[config.mk]
export PLATFORM = sky130hd
export DESIGN_NAME = spi_stream_ctrl
export DESIGN_NICKNAME = d
export VERILOG_FILES = /design/src/rtl/spi_stream_pkg.sv /design/src/rtl/spi_stream_ctrl_edge_sync.sv /design/src/rtl/spi_stream_ctrl.sv
export SDC_FILE = /design/constraint.sdc
export NUM_CORES = 1
export LEC_CHECK = 0
export BUFFER_PORTS_ARGS = -buffer_cell sky130_fd_sc_hd__buf_2
export CORE_MARGIN = 1
export CORE_UTILIZATION = 25
export DETAILED_ROUTE_END_ITERATION = 7
export PLACE_DENSITY_LB_ADDON = 0.12
export SYNTH_ARGS = -nofsm -noshare
export SYNTH_HDL_FRONTEND = slang
export SYNTH_SLANG_ARGS = --single-unit
export TNS_END_PERCENT = 1
[constraint.sdc]
create_clock -name clk -period 5.6 [get_ports clk]
set_input_delay 0.56 -clock clk [delete_from_list [all_inputs] [get_ports clk]]
set_output_delay 0.56 -clock clk [all_outputs]
set_load 0.1 [all_outputs]
[src/rtl/spi_stream_pkg.sv]
// Shared types and constants for the SPI command/stream controller.
// Optional watchdog is enabled by defining SPI_STREAM_WATCHDOG_EN.

package spi_stream_pkg;

    typedef enum logic [1:0] {
        CMD    = 2'd0,
        LEN    = 2'd1,
        STREAM = 2'd2
    } stream_state_t;

    localparam logic [7:0] CMD_START  = 8'h01;
    localparam logic [7:0] CMD_STOP   = 8'h02;
    localparam logic [7:0] CMD_FLUSH  = 8'h03;
    localparam logic [7:0] CMD_READ   = 8'h10;
    localparam logic [7:0] CMD_STATUS = 8'h20;

    localparam int STAT_CAPTURE   = 7;
    localparam int STAT_OVERFLOW  = 6;
    localparam int STAT_UNDERFLOW = 5;
    localparam int STAT_CMD_ERR   = 4;
    localparam int STAT_FULL      = 3;
    localparam int STAT_EMPTY     = 2;

    function automatic logic [7:0] pack_status(
        input logic capture,
        input logic overflow,
        input logic underflow,
        input logic cmd_err,
        input logic full,
        input logic empty
    );
        logic [7:0] s;
        s                 = 8'h00;
        s[STAT_CAPTURE]   = capture;
        s[STAT_OVERFLOW]  = overflow;
        s[STAT_UNDERFLOW] = underflow;
        s[STAT_CMD_ERR]   = cmd_err;
        s[STAT_FULL]      = full;
        s[STAT_EMPTY]     = empty;
        return s;
    endfunction

endpackage

[src/rtl/spi_stream_ctrl_edge_sync.sv]
// Three-flop synchroniser with a rising-edge detector on the two oldest stages.
// Reusable for any slow asynchronous level such as SPI busy or chip select.

module edge_sync (
    input  logic clk,
    input  logic rst_n,
    input  logic async_i,
    output logic rise_o
);

    logic [2:0] sync_q;

    // NOTE: sequential state uses non-blocking assignments so every flop samples pre-edge values.
    always_ff @(posedge clk or negedge rst_n) begin
        if (!rst_n) begin
            sync_q <= 3'b000;
        end else begin
            sync_q <= {sync_q[1:0], async_i};
        end
    end

    assign rise_o = (sync_q[2:1] == 2'b01);

endmodule

[src/rtl/spi_stream_ctrl.sv]
// SPI command decoder and slot scheduler feeding sample, status or fill bytes to the SPI slave.
// Define SPI_STREAM_WATCHDOG_EN to abort stalled LEN/STREAM phases after TIMEOUT_CYCLES.

module spi_stream_ctrl
    import spi_stream_pkg::*;
#(
    parameter logic [7:0]  FILL_BYTE      = 8'h00,
    parameter int unsigned TIMEOUT_CYCLES = 1_000_000
) (
    input  logic       clk,
    input  logic       rst_n,
    input  logic       spi_busy_i,
    input  logic       spi_rx_valid_i,
    input  logic [7:0] spi_rx_data_i,
    output logic [7:0] spi_tx_data_o,
    output logic       spi_tx_valid_o,
    input  logic       fifo_empty_i,
    input  logic       fifo_full_i,
    input  logic [7:0] fifo_rd_data_i,
    output logic       fifo_rd_en_o,
    output logic       fifo_clr_o,
    input  logic       fifo_overflow_i,
    output logic       capture_en_o,
    output logic [1:0] state_o
);

    if (TIMEOUT_CYCLES < 1) begin : g_bad_timeout
        $error("TIMEOUT_CYCLES must be at least 1");
    end

    logic slot_edge;

    edge_sync u_busy_sync (
        .clk     (clk),
        .rst_n   (rst_n),
        .async_i (spi_busy_i),
        .rise_o  (slot_edge)
    );

    stream_state_t state_q, state_d;
    logic [8:0]    remaining_q, remaining_d;
    logic          capture_q, capture_d;
    logic          clr_q, clr_d;
    logic          pending_q, pending_d;
    logic          ovf_stk_q, ovf_stk_d;
    logic          unf_stk_q, unf_stk_d;
    logic          err_stk_q, err_stk_d;

    // Slot pipeline: stage 1 is E+1 (pop issued), stage 2 is E+2 (FIFO data valid).
    logic          rd_en_q, rd_en_d;
    logic          s1_valid_q, s1_valid_d;
    logic [7:0]    s1_byte_q, s1_byte_d;
    logic          s2_valid_q, s2_valid_d;
    logic          s2_fifo_q, s2_fifo_d;
    logic [7:0]    s2_byte_q, s2_byte_d;
    logic [7:0]    tx_data_q, tx_data_d;
    logic          tx_valid_q, tx_valid_d;

`ifdef SPI_STREAM_WATCHDOG_EN
    localparam int unsigned WD_W = $clog2(TIMEOUT_CYCLES + 1);
    localparam logic [WD_W-1:0] WD_LAST = WD_W'(TIMEOUT_CYCLES - 1);
    logic [WD_W-1:0] wd_q, wd_d;
`endif

    always_comb begin
        // NOTE: every next-state signal gets a default first so no path infers a latch.
        state_d     = state_q;
        remaining_d = remaining_q;
        capture_d   = capture_q;
        clr_d       = 1'b0;
        pending_d   = pending_q;
        ovf_stk_d   = ovf_stk_q;
        unf_stk_d   = unf_stk_q;
        err_stk_d   = err_stk_q;
        rd_en_d     = 1'b0;
        s1_valid_d  = 1'b0;
        s1_byte_d   = s1_byte_q;
        s2_valid_d  = s1_valid_q;
        s2_fifo_d   = rd_en_q;
        s2_byte_d   = s1_byte_q;
        tx_valid_d  = s2_valid_q;
        tx_data_d   = tx_data_q;

        if (slot_edge) begin
            s1_valid_d = 1'b1;
            s1_byte_d  = FILL_BYTE;
            if (pending_q) begin
                s1_byte_d = pack_status(capture_q, ovf_stk_q, unf_stk_q, err_stk_q,
                                        fifo_full_i, fifo_empty_i);
                pending_d = 1'b0;
                ovf_stk_d = 1'b0;
                unf_stk_d = 1'b0;
                err_stk_d = 1'b0;
            end else if (state_q == STREAM) begin
                if (!fifo_empty_i) begin
                    rd_en_d = 1'b1;
                end else begin
                    unf_stk_d = 1'b1;
                end
            end
        end

        if (s2_valid_q) begin
            tx_data_d = s2_fifo_q ? fifo_rd_data_i : s2_byte_q;
        end

        // Command handling follows the slot logic so a same-cycle set beats the status clear.
        if (spi_rx_valid_i) begin
            unique case (state_q)
                CMD: begin
                    unique case (spi_rx_data_i)
                        CMD_START:  capture_d = 1'b1;
                        CMD_STOP:   capture_d = 1'b0;
                        CMD_FLUSH:  clr_d     = 1'b1;
                        CMD_READ:   state_d   = LEN;
                        CMD_STATUS: pending_d = 1'b1;
                        default:    err_stk_d = 1'b1;
                    endcase
                end
                LEN: begin
                    remaining_d = (spi_rx_data_i == 8'h00) ? 9'd256 : {1'b0, spi_rx_data_i};
                    state_d     = STREAM;
                end
                STREAM: begin
                    remaining_d = remaining_q - 9'd1;
                    if (remaining_q == 9'd1) begin
                        state_d = CMD;
                    end
                end
                default: state_d = CMD;
            endcase
        end

        if (fifo_overflow_i) begin
            ovf_stk_d = 1'b1;
        end

`ifdef SPI_STREAM_WATCHDOG_EN
        wd_d = wd_q;
        if (state_q == CMD || spi_rx_valid_i) begin
            wd_d = '0;
        end else if (wd_q == WD_LAST) begin
            wd_d        = '0;
            state_d     = CMD;
            err_stk_d   = 1'b1;
            remaining_d = 9'd0;
        end else begin
            wd_d = wd_q + 1'b1;
        end
`endif
    end

    always_ff @(posedge clk or negedge rst_n) begin
        if (!rst_n) begin
            state_q     <= CMD;
            remaining_q <= 9'd0;
            capture_q   <= 1'b0;
            clr_q       <= 1'b0;
            pending_q   <= 1'b0;
            ovf_stk_q   <= 1'b0;
            unf_stk_q   <= 1'b0;
            err_stk_q   <= 1'b0;
            rd_en_q     <= 1'b0;
            s1_valid_q  <= 1'b0;
            s1_byte_q   <= 8'h00;
            s2_valid_q  <= 1'b0;
            s2_fifo_q   <= 1'b0;
            s2_byte_q   <= 8'h00;
            tx_data_q   <= 8'h00;
            tx_valid_q  <= 1'b0;
        end else begin
            state_q     <= state_d;
            remaining_q <= remaining_d;
            capture_q   <= capture_d;
            clr_q       <= clr_d;
            pending_q   <= pending_d;
            ovf_stk_q   <= ovf_stk_d;
            unf_stk_q   <= unf_stk_d;
            err_stk_q   <= err_stk_d;
            rd_en_q     <= rd_en_d;
            s1_valid_q  <= s1_valid_d;
            s1_byte_q   <= s1_byte_d;
            s2_valid_q  <= s2_valid_d;
            s2_fifo_q   <= s2_fifo_d;
            s2_byte_q   <= s2_byte_d;
            tx_data_q   <= tx_data_d;
            tx_valid_q  <= tx_valid_d;
        end
    end

`ifdef SPI_STREAM_WATCHDOG_EN
    always_ff @(posedge clk or negedge rst_n) begin
        if (!rst_n) begin
            wd_q <= '0;
        end else begin
            wd_q <= wd_d;
        end
    end
`endif

    assign spi_tx_data_o  = tx_data_q;
    assign spi_tx_valid_o = tx_valid_q;
    assign fifo_rd_en_o   = rd_en_q;
    assign fifo_clr_o     = clr_q;
    assign capture_en_o   = capture_q;
    assign state_o        = state_q;

endmodule

==> reports/metrics.yaml, run 1 <==
synthesis:
  synth-compound-area-share: 0.125
  synth_top_family_by_area: "simple AND/OR/NAND/NOR gates"
  yosys.area_share.adder: 0.0318
  synth_async_sr_flop_share: 1.00
  ys_top_cells_by_count: "dfrtp_1, nand2_1, a21oi_1, o21ai_0"
  synth_top_area_frac: 0.573
  synth-edff-count: 0
  ys_ff_latch: 45
  yosys-top-cells-area: "dfrtp_1, mux2i_1, nand2_1"
  yosysWarningCount: 0
  syn_nets: 215
  synth_cells: 187
  yosys.area_share.simple: 0.171
  netlist_area_um2: 1960
  ys_seq_area_frac: 0.573
  syn_area_per_cell_um2: 10.5
  synth-xor-area-share: 0.00446
  yosys.cell_types.count: 36
  yosys.area.top_type: "dfrtp_1"
  synth_flop_cell: "dfrtp_1"
  synthMuxAreaShare: 0.0573
  yosysMostFrequentCell: "dfrtp_1"
clock_tree:
  cts_setup_buffers: 0
  cts_tree: "yes"
  numCtsBuffers: 5
  clock_latency_ns: 0.30
  cts_max_level: 2
  cts-root-buf: "clkbuf_8"
  postCtsHoldBufs: 0
  clock_sink_count: 45
  clk_pin_slew_ns: 0.09
  cts-resized-gates: 0
  clockBufferDepth: 2
timing:
  fmax_mhz: 493
  drv_slew: 0
  grt_setup_unrepaired: "false"
  finalCritPeriodShare: 0.362
  hold_viol_final: 0
  min_period_ns: 2.03
  setup_viol_count_final: 0
  worstMarginPinSlew_ns: 1.01
  fin_skew_ns: 0.00428
  slew_headroom: 0.330
  setup_tns_ns: 0
place:
  gp_congestion: 0.716
  post-dp-hpwl_mm: 2.85
  port_buffers: 36
critical_path:
  crit_type: "reg2reg"
  start_kind: "flip-flop"
  slowest_stage: "or4_4"
  worst_ep_arrival_time_ns: 2.22
  crit_path_max_incr_delay_ns: 0.58
  endpoint_kind: "flip-flop"
  required_ns: 5.79
  worstRegToRegCells: 4
  crit_chain: "or4_4 > nor4b_4 > mux2_1 > a221o_1"
  worst-path-max-fanout: 5
route:
  drc: 0
  drt-total-wl_mm: 4.06
  wire_per_inst_um: 12.7
  initialDrtViolationCount: 54
  ant_nets: 0
  via_per_inst: 4.43
  num_vias: 1414
  firstDrtPassIters: 4
layout:
  final_core_util: 0.315
  drive_above_1_share: 0.214
  fin_nets: 247
  antenna_cells: 0
  synthToLayoutAreaGrowth_pct: 19.0
  nFillCells: 787
floorplanning:
  die_area_um2: 8220
  fp.dieH_um: 90.6
  dieWidth_um: 90.6
  top_level_ports: 37
  start_util: 0.265
  core_area_um2: 7410
  rows: 31
power_and_ir_drop:
  ir_drop_v: 0.000171
  powerDensity_nw_per_um2: 378
  power_mw: 0.885
  leakage_nw: 1.06
hold_path:
  hp-class: "reg2reg"
  hold_depth: 0
grt:
  grt_max_degree: 46
  antenna_found_initial: 0
  grt_pass1_vias: 1387
  grt_overflow: 0
  track_usage: 0.106
  grt_pass1_wl_mm: 6.85
flow_run:
  maxCapViolCount: 0
outcome:
  outcome: "complete, no violations"
[layer usage]
| layer | share of wire | global-route usage | up-vias |
|---|---|---|---|
| met1 | 0.50 | 0.142 | 648 |
| met2 | 0.44 | 0.161 | 38 |
| li1 | - | - | 721 |
| met5 | 0 | 0 | - |
| met3 | 0.050 | 0.0286 | 7 |
| met4 | 0.017 | 0.0444 | 0 |
[worst max-delay path, delay by kind of cell (launching register included)]
family / cells / cell delay [ns]
simple gates: 2 / 0.86
flops: 1 / 0.43
mux: 1 / 0.34
compound gates: 1 / 0.29
[layout make-up]
class,count,area [um2],share of cell area
Clock buffer,6,72.6,0.0310
Clock inverter,2,38.8,0.0166
Inverter,8,30.0,0.0128
Multi-Input combinational cell,123,766,0.328
Sequential cell,45,1130,0.482
Tap cell,99,124,0.0530
Timing Repair Buffer,36,180,0.0771
[registers in the layout, indices dropped and copies added (netlist names), 2 cells and up]
name and count:
s2_byte_q 6, spi_tx_data_o 8, u_busy_sync.sync_q 3, remaining_q 9, s1_byte_q 6, state_o 2
[stage by stage]
stage                     hold slack (ns)  setup WS [ns]  cell area, um2  cells
after global routing                0.351           3.37            2340    319
after floorplan                     0.264           3.20            1960    187
after CTS                           0.356           3.54            2340    319
final                               0.354           3.57            2340    319
after global placement              0.333           3.41            2230    311
after detailed placement            0.335           3.36            2230    311
[path summary, 6_finish.rpt]
check,startpoint,to,slack (ns)
worst min-delay path,s1_valid_q,s2_valid_q,0.35
worst max register to register,remaining_q[6],remaining_q[8],3.57
max in group asynchronous,rst_n,state_o[1],4.56
min in group asynchronous,rst_n,spi_tx_valid_o,0.43
worst min register to register,s1_valid_q,s2_valid_q,0.35
worst max-delay path,remaining_q[6],remaining_q[8],3.57
[logic make-up (layout without fill, tap and decap cells)]
family / count (synthesis) / after routing
flops: 45 / 45
xor+xnor: 1 / 1
simple gates: 64 / 64
fa+ha+maj: 5 / 5
buf+inv: 19 / 52
mux: 11 / 11
compound gates: 42 / 42
[cells in the final DEF, fill, tap and decap left out, types with 2 or more instances in the layout]
cell and instances:
a21oi_1 14, a31oi_1 3, buf_2 36, clkbuf_8 5, dfrtp_1 45, ha_1 5
inv_1 8, mux2i_1 9, nand2_1 23, nand2b_1 2, nand3_1 11, nor2_1 11
nor3_1 2, nor4_1 3, o211ai_1 3, o21ai_0 12, o22ai_1 6
[power breakdown]
group,leakage [nW],internal (mW),switching (mW)
Sequential,0.574,0.366,0.0536
Clock,0.0554,0.134,0.112
Combinational,0.432,0.0746,0.145
(Power assumes the default switching activity.)
==> inputs of run 2 (changes only) <==
--- a/config.mk
+++ b/config.mk
@@ -5,6 +5,7 @@
 export SDC_FILE = /design/constraint.sdc
 export NUM_CORES = 1
 export LEC_CHECK = 0
+export ABC_AREA = 1
 export BUFFER_PORTS_ARGS = -buffer_cell sky130_fd_sc_hd__buf_2
 export CORE_MARGIN = 1
 export CORE_UTILIZATION = 25
==> constraint.sdc (replaced) <==
create_clock -name clk -period 1.7 [get_ports clk]
set_input_delay 0.17 -clock clk [delete_from_list [all_inputs] [get_ports clk]]
set_output_delay 0.17 -clock clk [all_outputs]
set_load 0.1 [all_outputs]
==> reports/metrics.yaml, run 2 <==
outcome:
  outcome: "complete, no violations"
layout:
  drive_above_1_share: 0.263  # +0.0491
  fin_nets: 301  # +22%
  antenna_cells: 0  # unchanged
  largest_reg_flops: 9  # unchanged
  top_register: "remaining_q"
  ff_latch_area_um2: 1130  # +0.22%
  multiInputGateArea_um2: 810  # +5.7%
  final_common_cell: "nand2_1"
  synthToLayoutAreaGrowth_pct: 20.0
  nFillCells: 841  # +6.9%
  final_cells: 376  # +18%
  final_cell_mix: "nand2_1, dfrtp_1, buf_2"
route:
  firstDrtPassIters: 4  # unchanged
  num_vias: 1612  # +14%
  initialDrtViolationCount: 57  # +5.6%
  via_per_inst: 4.29  # -3.3%
  drt-total-wl_mm: 4.55  # +12%
  drc: 0  # unchanged
  ant_nets: 0  # unchanged
  wire_per_inst_um: 12.1  # -4.8%
critical_path:
  reg2reg_from: "state_o[0]"
  reg2reg_to: "remaining_q[5]"
  worstRegToRegCells: 8  # +4
  endpoint_kind: "flip-flop"
  start_kind: "flip-flop"
  worst_ep_arrival_time_ns: 1.77  # -0.45 ns
  crit_type: "reg2reg"
  worst-path-max-fanout: 10  # +5
  regToRegSetupSlack_ns: 0.18  # -3.39 ns
  required_ns: 1.95  # -3.84 ns
synthesis:
  yosysWarningCount: 0  # unchanged
  synth_async_sr_flop_share: 1.00  # unchanged
  synth-edff-count: 0  # unchanged
  synth_top_area_frac: 0.541  # -0.0327
  ys_seq_area_frac: 0.541  # -0.0327
  yosys.cell_types.count: 29  # -19%
  syn_nets: 258  # +20%
  yosys.area.top_type: "dfrtp_1"
  syn_area_per_cell_um2: 9.06  # -14%
  ys_ff_latch: 45  # unchanged
  yosys-top-cells-area: "dfrtp_1, nand2_1, inv_1"
  synth_flop_cell: "dfrtp_1"
  netlist_area_um2: 2080  # +6.1%
  synth_cells: 230  # +23%
  ys_top_cells_by_count: "nand2_1, dfrtp_1, inv_1, nor2_1, nand3_1"
  yosysMostFrequentCell: "nand2_1"
clock_tree:
  cts_setup_buffers: 0  # unchanged
  clockBufferDepth: 2  # unchanged
  clock_sink_count: 45  # unchanged
  cts_max_level: 2  # unchanged
  clock_latency_ns: 0.30  # about the same
  cts-resized-gates: 0  # unchanged
  cts-root-buf: "clkbuf_8"
  clk_pin_slew_ns: 0.09  # about the same
  cts_tree: "yes"
  numCtsBuffers: 5  # unchanged
place:
  port_buffers: 36  # unchanged
  post-dp-hpwl_mm: 3.44  # +21%
  gp_congestion: 0.811  # +13%
  place_inst: 366  # +18%
grt:
  antenna_found_initial: 0  # unchanged
  met2_usage: 0.181  # +0.0204
  grt_pass1_wl_mm: 7.53  # +9.9%
  grt_pass1_vias: 1530  # +10%
  grt_overflow: 0  # unchanged
  grt_max_degree: 27  # -41%
  grt_util_met1: 0.149  # +0.00688
  busiest_layer: "met2"
  met3_usage: 0.0309  # +0.00227
  track_usage: 0.114  # +0.00778
power_and_ir_drop:
  powerDensity_nw_per_um2: 1380  # +260%
  leakage_nw: 1.23  # +16%
  power_frac_comb: 0.392  # +0.144
  p_clk_frac: 0.204  # -0.074
  ir_drop_v: 0.00100  # +490%
  pwr-share-seq: 0.404  # -0.070
  netSwitchingFraction: 0.445  # +0.0942
  internal_power_mw: 1.91  # +230%
  netSwitchingPower_mw: 1.53  # +390%
floorplanning:
  top_level_ports: 37  # unchanged
  fp.dieH_um: 93.3  # +2.9%
  core_area_um2: 7890  # +6.5%
  die_area_um2: 8700  # +5.9%
  rows: 32  # +3.2%
  dieWidth_um: 93.3  # +2.9%
  start_util: 0.264  # -0.00104
timing:
  setup_tns_ns: 0  # unchanged
  slew_headroom: 0.591  # +0.262
  min_period_ns: 1.52  # -0.511 ns
  fin_skew_ns: 0.00585  # +0.00157 ns
  grt_setup_unrepaired: "false"
  finalCritPeriodShare: 0.893  # +0.531
  setup_viol_count_final: 0  # unchanged
  hold_viol_final: 0  # unchanged
  drv_slew: 0  # unchanged
  fmax_mhz: 659  # +34%
  worstMarginPinSlew_ns: 0.613  # -0.393 ns
  timing.hold.ws_ns: 0.0657  # -0.288 ns
hold_path:
  hp-start: "fifo_overflow_i"
  hold_depth: 2  # +2
  holdPathEnd: "ovf_stk_q"
  hp-class: "in2reg"
flow_run:
  maxCapViolCount: 0  # unchanged
## run 2: cell types whose count changed after synthesis, moves of 6 or more
| cell | before | now |
|---|---|---|
| inv_2 | 0 | 6 |
| inv_1 | 8 | 23 |
| mux2i_1 | 9 | 0 |
| o21ai_1 | 0 | 6 |
| clkbuf_1 | 10 | 2 |
| nand2_1 | 23 | 50 |
| nor2_1 | 11 | 18 |
## run 2: power by group through the flow
stage	clock network, mW	logic [mW]	registers, mW
2_1_floorplan	0	0.743	1.71
5_1_grt	0.778	1.50	1.42
4_1_cts	0.742	1.37	1.39
3_5_place_dp	0	1.36	1.41
3_3_place_gp	0	1.37	1.41
6_report	0.700	1.35	1.39
## run 2: final cells by class
class | count | share of cell area
Sequential cell | 45 | 0.451
Clock inverter | 3 | 0.0100
Multi-Input combinational cell | 150 | 0.324
Tap cell | 102 | 0.0511
Clock buffer | 5 | 0.0275
Timing Repair Buffer | 41 | 0.0891
Inverter | 30 | 0.0470
## run 2: worst max-delay path by stage
stage                     from  slack (ns)              to  depth (start not counted)
finish              state_o[0]        0.18  remaining_q[5]                          8
detailed placement  state_o[0]        0.18  remaining_q[5]                          8
floorplan           state_o[0]        0.05  remaining_q[5]                          8
global placement    state_o[0]        0.23  remaining_q[5]                          8
global route        state_o[0]        0.01  remaining_q[5]                          8
CTS                 state_o[0]        0.15  remaining_q[5]                          8
## run 2: logic make-up after synthesis
kind of cell	count (synthesis)	share of synthesized area
DFF	45	0.541
AOI/OAI and AO/OA	39	0.109
and+or+nand+nor	106	0.249
buffers and inverters	35	0.0709
adders and majority gates	5	0.0300
## run 2: metal layers
metal	vias up	share of wire
met1	738	0.49
met4	0	0.014
li1	831	-
met2	37	0.45
met3	6	0.048
met5	-	0
## run 2: what timing repair did
action	in CTS	in global routing
endpoints found under the setup margin	0	0
endpoints found under the hold margin	25	0
hold buffers	2	0
## run 2: worst max-delay path, cell delays in order (launching register included)
cell and delay, ns:
dfrtp_2 0.44, inv_1 0.08, ha_1 0.37, inv_2 0.15, nor3_2 0.21, nand2_1 0.06
nand2_1 0.05, nand2_1 0.04, nand2_1 0.06
## run 2: through the flow
step	setup WS [ns]	total power [mW]	util	instance area (um2)
final	0.182	3.44	0.317	2500
after global routing	0.0149	3.70	0.317	2500
after CTS	0.153	3.50	0.317	2500
after detailed placement	0.182	2.77	0.303	2390
after global placement	0.231	2.77	0.303	2390
after floorplan	0.0548	2.46	-	2090
==> inputs of run 3 (changes only) <==
--- a/config.mk
+++ b/config.mk
@@ -5,10 +5,9 @@
 export SDC_FILE = /design/constraint.sdc
 export NUM_CORES = 1
 export LEC_CHECK = 0
-export ABC_AREA = 1
 export BUFFER_PORTS_ARGS = -buffer_cell sky130_fd_sc_hd__buf_2
 export CORE_MARGIN = 1
-export CORE_UTILIZATION = 25
+export CORE_UTILIZATION = 49
 export DETAILED_ROUTE_END_ITERATION = 7
 export PLACE_DENSITY_LB_ADDON = 0.12
 export SYNTH_ARGS = -nofsm -noshare
==> reports/metrics.yaml, run 3 (synthesized netlist as in run 1, its figures left out) <==
grt:
  antenna_found_initial: 0  # unchanged
  track_usage: 0.206  # +0.0921
  grt_pass1_wl_mm: 6.66  # -12%
  grt_overflow: 0  # unchanged
  grt_max_degree: 46  # +70%
  grt_pass1_vias: 1516  # -0.92%
critical_path:
  start_kind: "flip-flop"
  crit_path_max_incr_delay_ns: 0.56  # +0.12 ns
  endpoint_kind: "flip-flop"
  worst-path-buf-inv: 0  # -2
  crit_path_start: "remaining_q[7]"
  worst_ep_arrival_time_ns: 2.11  # +0.34 ns
  regToRegSetupSlack_ns: -0.23  # -0.41 ns
  crit_family: "simple AND/OR/NAND/NOR gates"
  required_ns: 1.88  # -0.07 ns
  worstRegToRegCells: 4  # -4
  reg2reg_to: "remaining_q[8]"
  worst-path-max-fanout: 2  # -8
  slowest_stage: "or4_4"
  crit_chain: "or4_4 > nor4b_4 > mux2_4 > a221o_1"
  crit_type: "reg2reg"
  crit_path_end: "remaining_q[8]"
  reg2reg_from: "remaining_q[7]"
  path_depth: 4  # -4
floorplanning:
  start_util: 0.525  # +0.261
  rows: 22  # -31%
  fp.dieH_um: 65.3  # -30%
  core_area_um2: 3740  # -53%
  top_level_ports: 37  # unchanged
  dieWidth_um: 65.3  # -30%
  die_area_um2: 4270  # -51%
route:
  ant_nets: 0  # unchanged
  firstDrtPassIters: 4  # unchanged
  via_per_inst: 5.30  # +24%
  drc: 0  # unchanged
  num_vias: 1520  # -5.7%
  wire_per_inst_um: 13.9  # +15%
  initialDrtViolationCount: 101  # +77%
  drt-total-wl_mm: 3.98  # -13%
layout:
  fin_nets: 266  # -12%
  final_core_util: 0.651  # +0.334
  final_common_cell: "dfrtp_1"
  final_cell_mix: "dfrtp_1, buf_2, nand2_1"
  drive_above_1_share: 0.310  # +0.0468
  multiInputGateArea_um2: 785  # -3.1%
  largest_reg_flops: 9  # unchanged
  antenna_cells: 0  # unchanged
  ff_latch_area_um2: 1130  # +0.44%
  nFillCells: 317  # -62%
  top_register: "remaining_q"
  final_area_um2: 2440  # -2.5%
  synthToLayoutAreaGrowth_pct: 24.1
timing:
  finalCritPeriodShare: 1.13  # +0.240
  hold_viol_final: 0  # unchanged
  fin_skew_ns: 0.00501  # -0.000836 ns
  worstMarginPinSlew_ns: 0.491  # -0.122 ns
  slew_headroom: 0.672  # +0.0811
  setup_ws_ns: -0.225  # -0.408 ns
  drv_slew: 0  # unchanged
  grt_setup_unrepaired: "true"
  fmax_mhz: 519  # -21%
  min_period_ns: 1.93  # +0.408 ns
  setup_viol_count_final: 3  # +3
hold_path:
  hp-class: "in2reg"
clock_tree:
  clockBufferDepth: 2  # unchanged
  cts_tree: "yes"
  cts-root-buf: "clkbuf_8"
  clock_sink_count: 45  # unchanged
  numCtsBuffers: 5  # unchanged
  clock_latency_ns: 0.29  # about the same
  clk_pin_slew_ns: 0.09  # about the same
  cts_max_level: 2  # unchanged
power_and_ir_drop:
  leakage_nw: 1.15  # -7.0%
  ir_drop_v: 0.000606  # -40%
  powerDensity_nw_per_um2: 1230  # -10%
  power_mw: 3.00  # -13%
place:
  post-dp-hpwl_mm: 2.85  # -17%
  dp_slack_ns: -0.219  # -0.402 ns
  port_buffers: 36  # unchanged
  gp_congestion: 0.804  # -0.90%
  place_area_um2: 2310  # -3.2%
outcome:
  outcome: "finished with violations"
  violations: "setup timing"
flow_run:
  maxCapViolCount: 0  # unchanged
-- run 3: final cells by class --
cell class | instances | area share
clock buffers | 5 | 0.0282
clock inverters | 3 | 0.00872
inverters | 8 | 0.0123
flip-flops and latches | 45 | 0.465
repair buffers | 55 | 0.140
multi-input cells | 123 | 0.322
well taps | 48 | 0.0246
-- run 3: timing repair --
action / in CTS / in global routing
pin swaps: 2 / 0
endpoints found under the setup margin: 4 / 6
endpoints found under the hold margin: 46 / 0
buffers inserted: 0 / 0
hold buffers: 2 / 0
gates resized for setup: 4 / 1
-- run 3: per-stage QoR --
| stage | hold WS, ns | instances | TNS, ns |
|---|---|---|---|
| after floorplan | -0.126 | 187 | -0.792 |
| after global placement | 0.165 | 277 | -0.216 |
| after detailed placement | 0.165 | 277 | -0.274 |
| after CTS | 0.0408 | 287 | -0.257 |
| after global routing | 0.0418 | 287 | -0.476 |
| final | 0.0541 | 287 | -0.272 |
-- run 3: worst min-delay path by stage --
stage,from,end,cells past startpoint
6_report,fifo_empty_i,fifo_rd_en_o,2
3_5_place_dp,rst_n,remaining_q[6],2
3_3_place_gp,rst_n,remaining_q[2],2
2_1_floorplan,rst_n,capture_en_o,0
5_1_grt,fifo_empty_i,fifo_rd_en_o,2
4_1_cts,fifo_empty_i,fifo_rd_en_o,2
-- run 3: report_power, final --
group	switching, mW	internal (mW)	leakage [nW]
clock network	0.366	0.292	0.0445
registers	0.117	1.21	0.570
logic	0.605	0.416	0.531
total	1.09	1.92	1.15
-- run 3: worst register-to-register path: stages (launching register included) --
cell     delay [ns]
dfrtp_1        0.40
or4_4          0.56
nor4b_4        0.25
mux2_4         0.32
a221o_1        0.29
-- run 3: layer usage --
metal / vias to the layer above / part of all wire / global-route usage
met5: - / 0 / 0
met4: 0 / 0.0098 / 0.0734
met3: 4 / 0.047 / 0.0486
met2: 47 / 0.47 / 0.340
met1: 708 / 0.47 / 0.264
li1: 761 / - / -
